**src/rtl/command_slave.sv**
```systemverilog
// command_slave: receiving end of the command bus. Samples the master's
// address/data/strobe lines, applies each strobe as one write into a bank of
// 8-bit configuration registers, and reports write/start/ack/error status.
module command_slave #(
    parameter int NREG       = 16,
    parameter int ACK_CYCLES = 3
) (
    input  logic              clk,
    input  logic              reset,
    input  logic              reset_in,
    input  logic [7:0]        addr,
    input  logic [7:0]        data_in,
    input  logic              sw_in,
    input  logic [7:0]        rd_addr,
    output logic [7:0]        rd_data,
    output logic [NREG*8-1:0] reg_flat,
    output logic              wr_pulse,
    output logic [7:0]        wr_index,
    output logic              start_pulse,
    output logic              ack,
    output logic              err
);

    localparam int         CW     = (ACK_CYCLES > 1) ? $clog2(ACK_CYCLES + 1) : 1;
    localparam logic [7:0] NREG_B = 8'(NREG);

    typedef enum logic [2:0] {
        IDLE,
        CAPTURE,
        APPLY,
        ACK,
        WAIT_LOW
    } state_t;

    state_t          state;
    state_t          next_state;

    logic            rst;
    logic            sw_d;
    logic            sw_rise;
    logic [7:0]      cmd_addr;
    logic [7:0]      cmd_data;
    logic [CW-1:0]   ack_cnt;
    logic [7:0]      regs [NREG];
    logic [7:0]      rd_next;

    logic            capture_en;
    logic            apply_en;
    logic            ack_done;
    logic            in_range;
    logic            is_start;

    assign rst      = reset | reset_in;
    assign sw_rise  = sw_in & ~sw_d;
    assign in_range = (cmd_addr < NREG_B);
    assign is_start = (cmd_addr == 8'h01) && (cmd_data == 8'h01);

    // State register.
    always_ff @(posedge clk) begin
        if (rst) begin
            state <= IDLE;
        end else begin
            state <= next_state;
        end
    end

    // Next-state logic and per-state control strobes.
    always_comb begin
        next_state = state;
        capture_en = 1'b0;
        apply_en   = 1'b0;
        ack_done   = 1'b0;
        case (state)
            IDLE: begin
                if (sw_rise) begin
                    next_state = CAPTURE;
                end
            end
            CAPTURE: begin
                capture_en = 1'b1;
                next_state = APPLY;
            end
            APPLY: begin
                apply_en   = 1'b1;
                next_state = ACK;
            end
            ACK: begin
                // Counter holds the number of ack cycles still owed, so the
                // last one is the cycle in which it reads 1.
                if (ack_cnt <= CW'(1)) begin
                    ack_done   = 1'b1;
                    next_state = WAIT_LOW;
                end
            end
            WAIT_LOW: begin
                if (!sw_in) begin
                    next_state = IDLE;
                end
            end
            default: begin
                next_state = IDLE;
            end
        endcase
    end

    // Strobe edge detector.
    always_ff @(posedge clk) begin
        if (rst) begin
            sw_d <= 1'b0;
        end else begin
            sw_d <= sw_in;
        end
    end

    // Command latch, taken on the second strobe clock once the bus is stable.
    always_ff @(posedge clk) begin
        if (rst) begin
            cmd_addr <= '0;
            cmd_data <= '0;
        end else if (capture_en) begin
            cmd_addr <= addr;
            cmd_data <= data_in;
        end
    end

    // Status outputs: write/start pulses, ack timing and sticky error.
    always_ff @(posedge clk) begin
        if (rst) begin
            wr_pulse    <= 1'b0;
            start_pulse <= 1'b0;
            wr_index    <= '0;
            ack         <= 1'b0;
            ack_cnt     <= '0;
            err         <= 1'b0;
        end else begin
            wr_pulse    <= 1'b0;
            start_pulse <= 1'b0;
            if (apply_en) begin
                if (in_range) begin
                    wr_pulse <= 1'b1;
                    wr_index <= cmd_addr;
                end else begin
                    err <= 1'b1;
                end
                if (is_start) begin
                    start_pulse <= 1'b1;
                end
                ack     <= 1'b1;
                ack_cnt <= CW'(ACK_CYCLES);
            end else if (state == ACK) begin
                ack_cnt <= ack_cnt - CW'(1);
                if (ack_done) begin
                    ack <= 1'b0;
                end
            end
            if (sw_rise && (state != IDLE)) begin
                err <= 1'b1;
            end
        end
    end

    // Register bank write port.
    always_ff @(posedge clk) begin
        if (rst) begin
            for (int unsigned i = 0; i < NREG; i++) begin
                regs[i] <= '0;
            end
        end else if (apply_en) begin
            for (int unsigned i = 0; i < NREG; i++) begin
                if (cmd_addr == 8'(i)) begin
                    regs[i] <= cmd_data;
                end
            end
        end
    end

    // Read-back mux; out-of-range addresses match no entry and read as zero.
    always_comb begin
        rd_next = '0;
        for (int unsigned i = 0; i < NREG; i++) begin
            if (rd_addr == 8'(i)) begin
                rd_next = regs[i];
            end
        end
    end

    // Registered read-back port.
    always_ff @(posedge clk) begin
        if (rst) begin
            rd_data <= '0;
        end else begin
            rd_data <= rd_next;
        end
    end

    // Flattened view of the register bank.
    always_comb begin
        reg_flat = '0;
        for (int unsigned i = 0; i < NREG; i++) begin
            reg_flat[8*i +: 8] = regs[i];
        end
    end

endmodule
```
**config.mk**
```make
export PLATFORM = sky130hd
export DESIGN_NAME = command_slave
export DESIGN_NICKNAME = d
export VERILOG_FILES = /design/src/rtl/command_slave.sv
export SDC_FILE = /design/constraint.sdc
export NUM_CORES = 1
export LEC_CHECK = 0
export ABC_AREA = 1
export BUFFER_PORTS_ARGS = -buffer_cell sky130_fd_sc_hd__buf_4
export CAP_MARGIN = 40
export CORE_MARGIN = 10
export CORE_UTILIZATION = 48
export DETAILED_ROUTE_END_ITERATION = 10
export MAX_ROUTING_LAYER = met4
export PLACE_DENSITY = 0.76
export SYNTH_ARGS = -nofsm -noshare
export SYNTH_HDL_FRONTEND = slang
export SYNTH_SLANG_ARGS = --single-unit
export TNS_END_PERCENT = 5
```
**constraint.sdc**
```tcl
create_clock -name clk -period 2.15 [get_ports clk]
set_input_delay 0.215 -clock clk [delete_from_list [all_inputs] [get_ports clk]]
set_output_delay 0.215 -clock clk [all_outputs]
set_load 0.01 [all_outputs]
```
# After elaboration in Yosys (flattened, before gate mapping)

Memories as Yosys holds them, arrays and structs flattened.
Index checks and enable logic that the tools add are counted.

Add/subtract/negate cells: 1
Order comparisons: 2
Eq/ne operators: 39
Multiplexer cells: 116
Bitwise operators: 20
Reductions and logical operators: 14

Operators with widths:

| kind                 | count |
|---|---|
| $mux W8              | 32 |
| $eq A8 B4 Y1 const B | 16 |
| $mux W1              | 78 |
| $eq A8 B3 Y1 const B | 8 |
| $eq A8 B2 Y1 const B | 4 |
| $eq A8 B1 Y1 const B | 3 |
| $or A1 B1 Y1         | 17 |
| $logic_not A8 Y1     | 2 |
| $pmux W3 S5          | 1 |
| $mux W3              | 3 |
| $lt A8 B5 Y1 const B | 1 |
| $eq A3 B2 Y1 const B | 2 |
| $ne A2 B2 Y1 const B | 3 |
| $reduce_and A2 Y1    | 3 |
| $reduce_bool A2 Y1   | 3 |
| $mux W2              | 2 |
| $eq A3 B1 Y1 const B | 1 |
| $eq A3 B3 Y1 const B | 1 |
| $logic_not A3 Y1     | 1 |
| $reduce_and A3 Y1    | 1 |
| $reduce_bool A3 Y1   | 1 |
| $le A2 B1 Y1 const B | 1 |
| $logic_and A1 B1 Y1  | 2 |
| $ne A2 B1 Y1 const B | 1 |
| other kinds (4)      | 5 |

Bits in registers: 42
RAM bits: 128
Input port bits: 28
Output and inout port bits: 148
Word-level logic and storage cells: 204
Memories kept: 1

Memories:

| memory | depth | bits a word | read ports | clocked after Yosys merged registers in | wr ports | line | RTL |
|---|---|---|---|---|---|---|---|
| regs   | 16    | 8           | 16         | 0                                       | 16       | 44   | `logic [7:0] regs [NREG];` |

# Logic depth before layout (Yosys ltp)

Word-level depth: 17
Depth in mapped cells: 14
Mapped depth without buffers: 13

# Worst setup path after synthesis

No wires, ideal clock.

Path kind: reg2reg
From: reg cmd_addr[4]
To: mem regs[12][0], in the netlist regs[1][32], enable pin
Library setup time: 0.387 ns
Arrival time: 1.838 ns
Data required time: 1.763 ns
Setup slack: -0.075 ns
Stages on the path, launching flop included: 6
Buffers on the path: 0
Period minus slack after synthesis: 2.225 ns
Cell sequence: dfxtp_1 nor4_1 nand2_2 inv_2 nand3_1 o31ai_1

RTL lines:

| what                   | line | RTL |
|---|---|---|
| start, declared        | 41   | `logic [7:0] cmd_addr;` |
| start signal, assigned | 121  | `cmd_addr <= addr;` |
| end, declared          | 44   |  |

==> impl_metrics.py <==
metrics = {
    "final_layout": {
        "finalNonFillerCells": 1108,
        "drive_gt1_share_pct": 29.8,
        "syn2layout_area_growth_pct": 33.2,
        "utilization_pct": 64.8,
        "diodes": 0,
        "nets": 941,
    },
    "grt": {
        "grt_busiest_layer": "met2",
        "use_met1_pct": 25.2,
        "grt_pass1_vias": 5744,
        "use_met3_pct": 5.41,
        "grt_antenna_before_repair": 0,
        "grt_use_met2_pct": 35.1,
        "grt_pass1_wl_mm": 32.1,
        "track_usage_pct": 21.4,
        "grt_max_degree": 55,
        "grt_remaining_overflow": 0,
    },
    "timing": {
        "rsz0062_at_grt": "false",
        "finalCritPeriodShare_pct": 94.3,
        "worst_slack_ns": 0.123,
        "worstMarginPinSlew_ns": 0.627,
        "drv_slew": 0,
        "relSlewSlack_pct": 58.2,
        "fmax_mhz": 493,
        "setup_viol": 0,
        "skew_ns": 0.00740,
        "period_needed_ns": 2.03,
        "final_hold_viol_count": 0,
    },
    "worst_setup_path": {
        "r2r_start": "state[1]",
        "cpMaxStageDelayCell": "dfxtp_1",
        "crit_required_ns": 2.24,
        "worstSetupStartpointType": "register",
        "cp_max_fo": 8,
        "cpPeakStageDelay_ns": 0.34,
        "worstReg2RegEnd": "regs[0][26]",
        "critPathKind": "reg2reg",
        "critPathArrivalTime_ns": 2.11,
        "cp.buffers_inverters": 2,
        "end_kind": "register",
        "r2r_slack_ns": 0.12,
        "crit_family": "simple AND/OR/NAND/NOR gates",
        "cp_cell_sequence": "inv_2 -> nor2_1 -> inv_2 -> nor2_2 -> nand2_2 -> nor3_4 -> nand2_2 -> nand2_1",
        "reg2reg_depth": 8,
    },
    "synthesis": {
        "synth_cell_types": 30,
        "yosysMostFrequentCell": "nor2_1",
        "synth_top_cell_by_area": "edfxtp_1",
        "synthArstFlopShare_pct": 0,
        "syn_nets": 732,
        "ys_seq_area_share_pct": 66.8,
        "synth-edff-count": 128,
        "syn-mean-instance-area_sq_um": 9.97,
        "synth_top_area_share_pct": 54.8,
        "yosys_warnings": 0,
        "syn_area_sq_um": 7010,
        "ys.flop_type": "edfxtp_1",
        "synthCells": 703,
        "synthTopCellsByCount": "nor2_1, edfxtp_1, nand2_1, inv_1, dfxtp_1",
        "ys_ff_latch": 170,
        "ys_top_cells_by_area": "edfxtp_1, dfxtp_1, nor2_1",
    },
    "job": {
        "drv_cap": 0,
    },
    "drt": {
        "dr.first_iter.drc_count": 593,
        "drt_wl_total_mm": 21.2,
        "dr.pass1.iters": 5,
        "via_count": 5848,
        "drc": 0,
        "viasPerCell": 5.28,
        "final_antenna_net_count": 0,
        "wl_per_cell_um": 19.2,
    },
    "clocking": {
        "clk-insertion-delay-late_ns": 0.42,
        "postCtsSetupRepairBufs": 0,
        "cts_sinks": 170,
        "cts_tree": "built",
        "root_buffer": "clkbuf_16",
        "htree_levels": 4,
        "numCtsBuffers": 17,
        "clockBufferDepth": 2,
        "clk_pin_slew_ns": 0.06,
    },
    "floorplanning": {
        "start_util_pct": 48.6,
        "die_h_um": 141,
        "die-area_sq_um": 19800,
        "fp-row-count": 44,
        "die_w_um": 141,
        "fp.coreArea_sq_um": 14400,
        "ios": 176,
    },
    "outcome": {
        "status": "finished, final reports clean",
    },
    "place": {
        "dp_hpwl_mm": 16.0,
        "portBuffers": 175,
        "place_congestion": 0.917,
        "pre_cts_slack_ns": 0.0299,
        "dp_cells": 1077,
    },
    "hold_path": {
        "min_delay_worst_endpoint": "cmd_addr[1]",
        "min-delay-start": "addr[1]",
        "min_delay_path_depth": 3,
        "hp-class": "in2reg",
    },
    "power": {
        "p_leak_uw": 0.00403,
        "fin_total_pwr_uw": 7180,
        "ir_drop_uv": 576,
        "power_density_nw_per_um2": 768,
    },
}
-- sequential cells by signal, summed over array words and instances, names as in the netlist --
| signal | cells |
|---|---|
| regs | 128 |
| cmd_addr | 8 |
| cmd_data | 8 |
| rd_data | 8 |
| wr_index | 8 |
| state | 3 |
| ack_cnt | 2 |
| ack | 1 |
| err | 1 |
| start_pulse | 1 |
| sw_d | 1 |
| wr_pulse | 1 |
-- per-layer routing --
layer | wire length [um] | up-vias
met5 | 0 | -
met4 | 499 | 0
met3 | 2040 | 35
met2 | 10700 | 329
met1 | 7960 | 2740
li1 | - | 2744
-- stage by stage --
stage / hold WS (ns) / setup TNS [ns] / instance area, sq um
global route: 0.00680 / 0 / 9340
global placement: 0.432 / 0 / 8740
CTS: 0.00218 / 0 / 9310
detailed placement: 0.439 / 0 / 8740
floorplan: 0.327 / -1.30 / 7010
finish: 0.0110 / 0 / 9340
-- kinds of logic (layout without fill, tap and decap cells) --
group	count (synthesis)	count (layout)	synth area share, %
simple gates	380	380	23.6
buf+inv	94	315	5.09
fa+ha+maj	1	1	0.178
flops	170	170	66.8
compound gates	58	58	4.27
-- layout make-up --
type | count | area (sq um)
Fill cell | 1146 | 5080
Sequential cell | 170 | 4680
Multi-Input combinational cell | 439 | 2010
Timing Repair Buffer | 206 | 1560
Clock buffer | 19 | 433
Inverter | 78 | 295
Tap cell | 184 | 230
Clock inverter | 12 | 131
-- power breakdown --
part	leakage, uW	internal [uW]	switching (uW)
clock	0.000282	1790	1160
combinational	0.00198	210	279
sequential	0.00177	3640	92.3
total	0.00403	5650	1530
-- what timing repair did --
item,in CTS,in global routing
hold endpoints to repair,0,0
endpoints found under the setup margin,0,72
hold buffers,0,0
resized for setup,0,11
-- tightest hold or removal path, delay by kind of cell --
| family | cells | cell delay (ns) |
|---|---|---|
| simple gates | 2 | 0.11 |
| buf+inv | 1 | 0.07 |
-- worst max path at each step --
stage                            from     endpoint  cells past startpoint
after floorplan           cmd_addr[4]  regs[1][32]                      5
after global placement    cmd_addr[4]   regs[1][4]                      7
after detailed placement  cmd_addr[4]   regs[1][0]                      7
after CTS                    state[1]   regs[1][2]                     10
after global routing         state[1]  regs[0][30]                      8
final                        state[1]  regs[0][26]                      8
-- placed cells by master (no fill, tap or decap), types with 5 or more instances in the layout --
cell type,instances
o21ai_1,8
inv_2,8
nor2_2,6
clkinv_1,6
nand4_1,27
edfxtp_1,128
a21oi_1,19
nand2_2,17
buf_4,205
nor3_1,5
nor2_1,183
dfxtp_1,42
inv_1,66
nand3_1,27
o21ai_0,27
clkinv_2,6
nand2_1,102
clkbuf_16,17
Power figures use the tool's default switching activity.
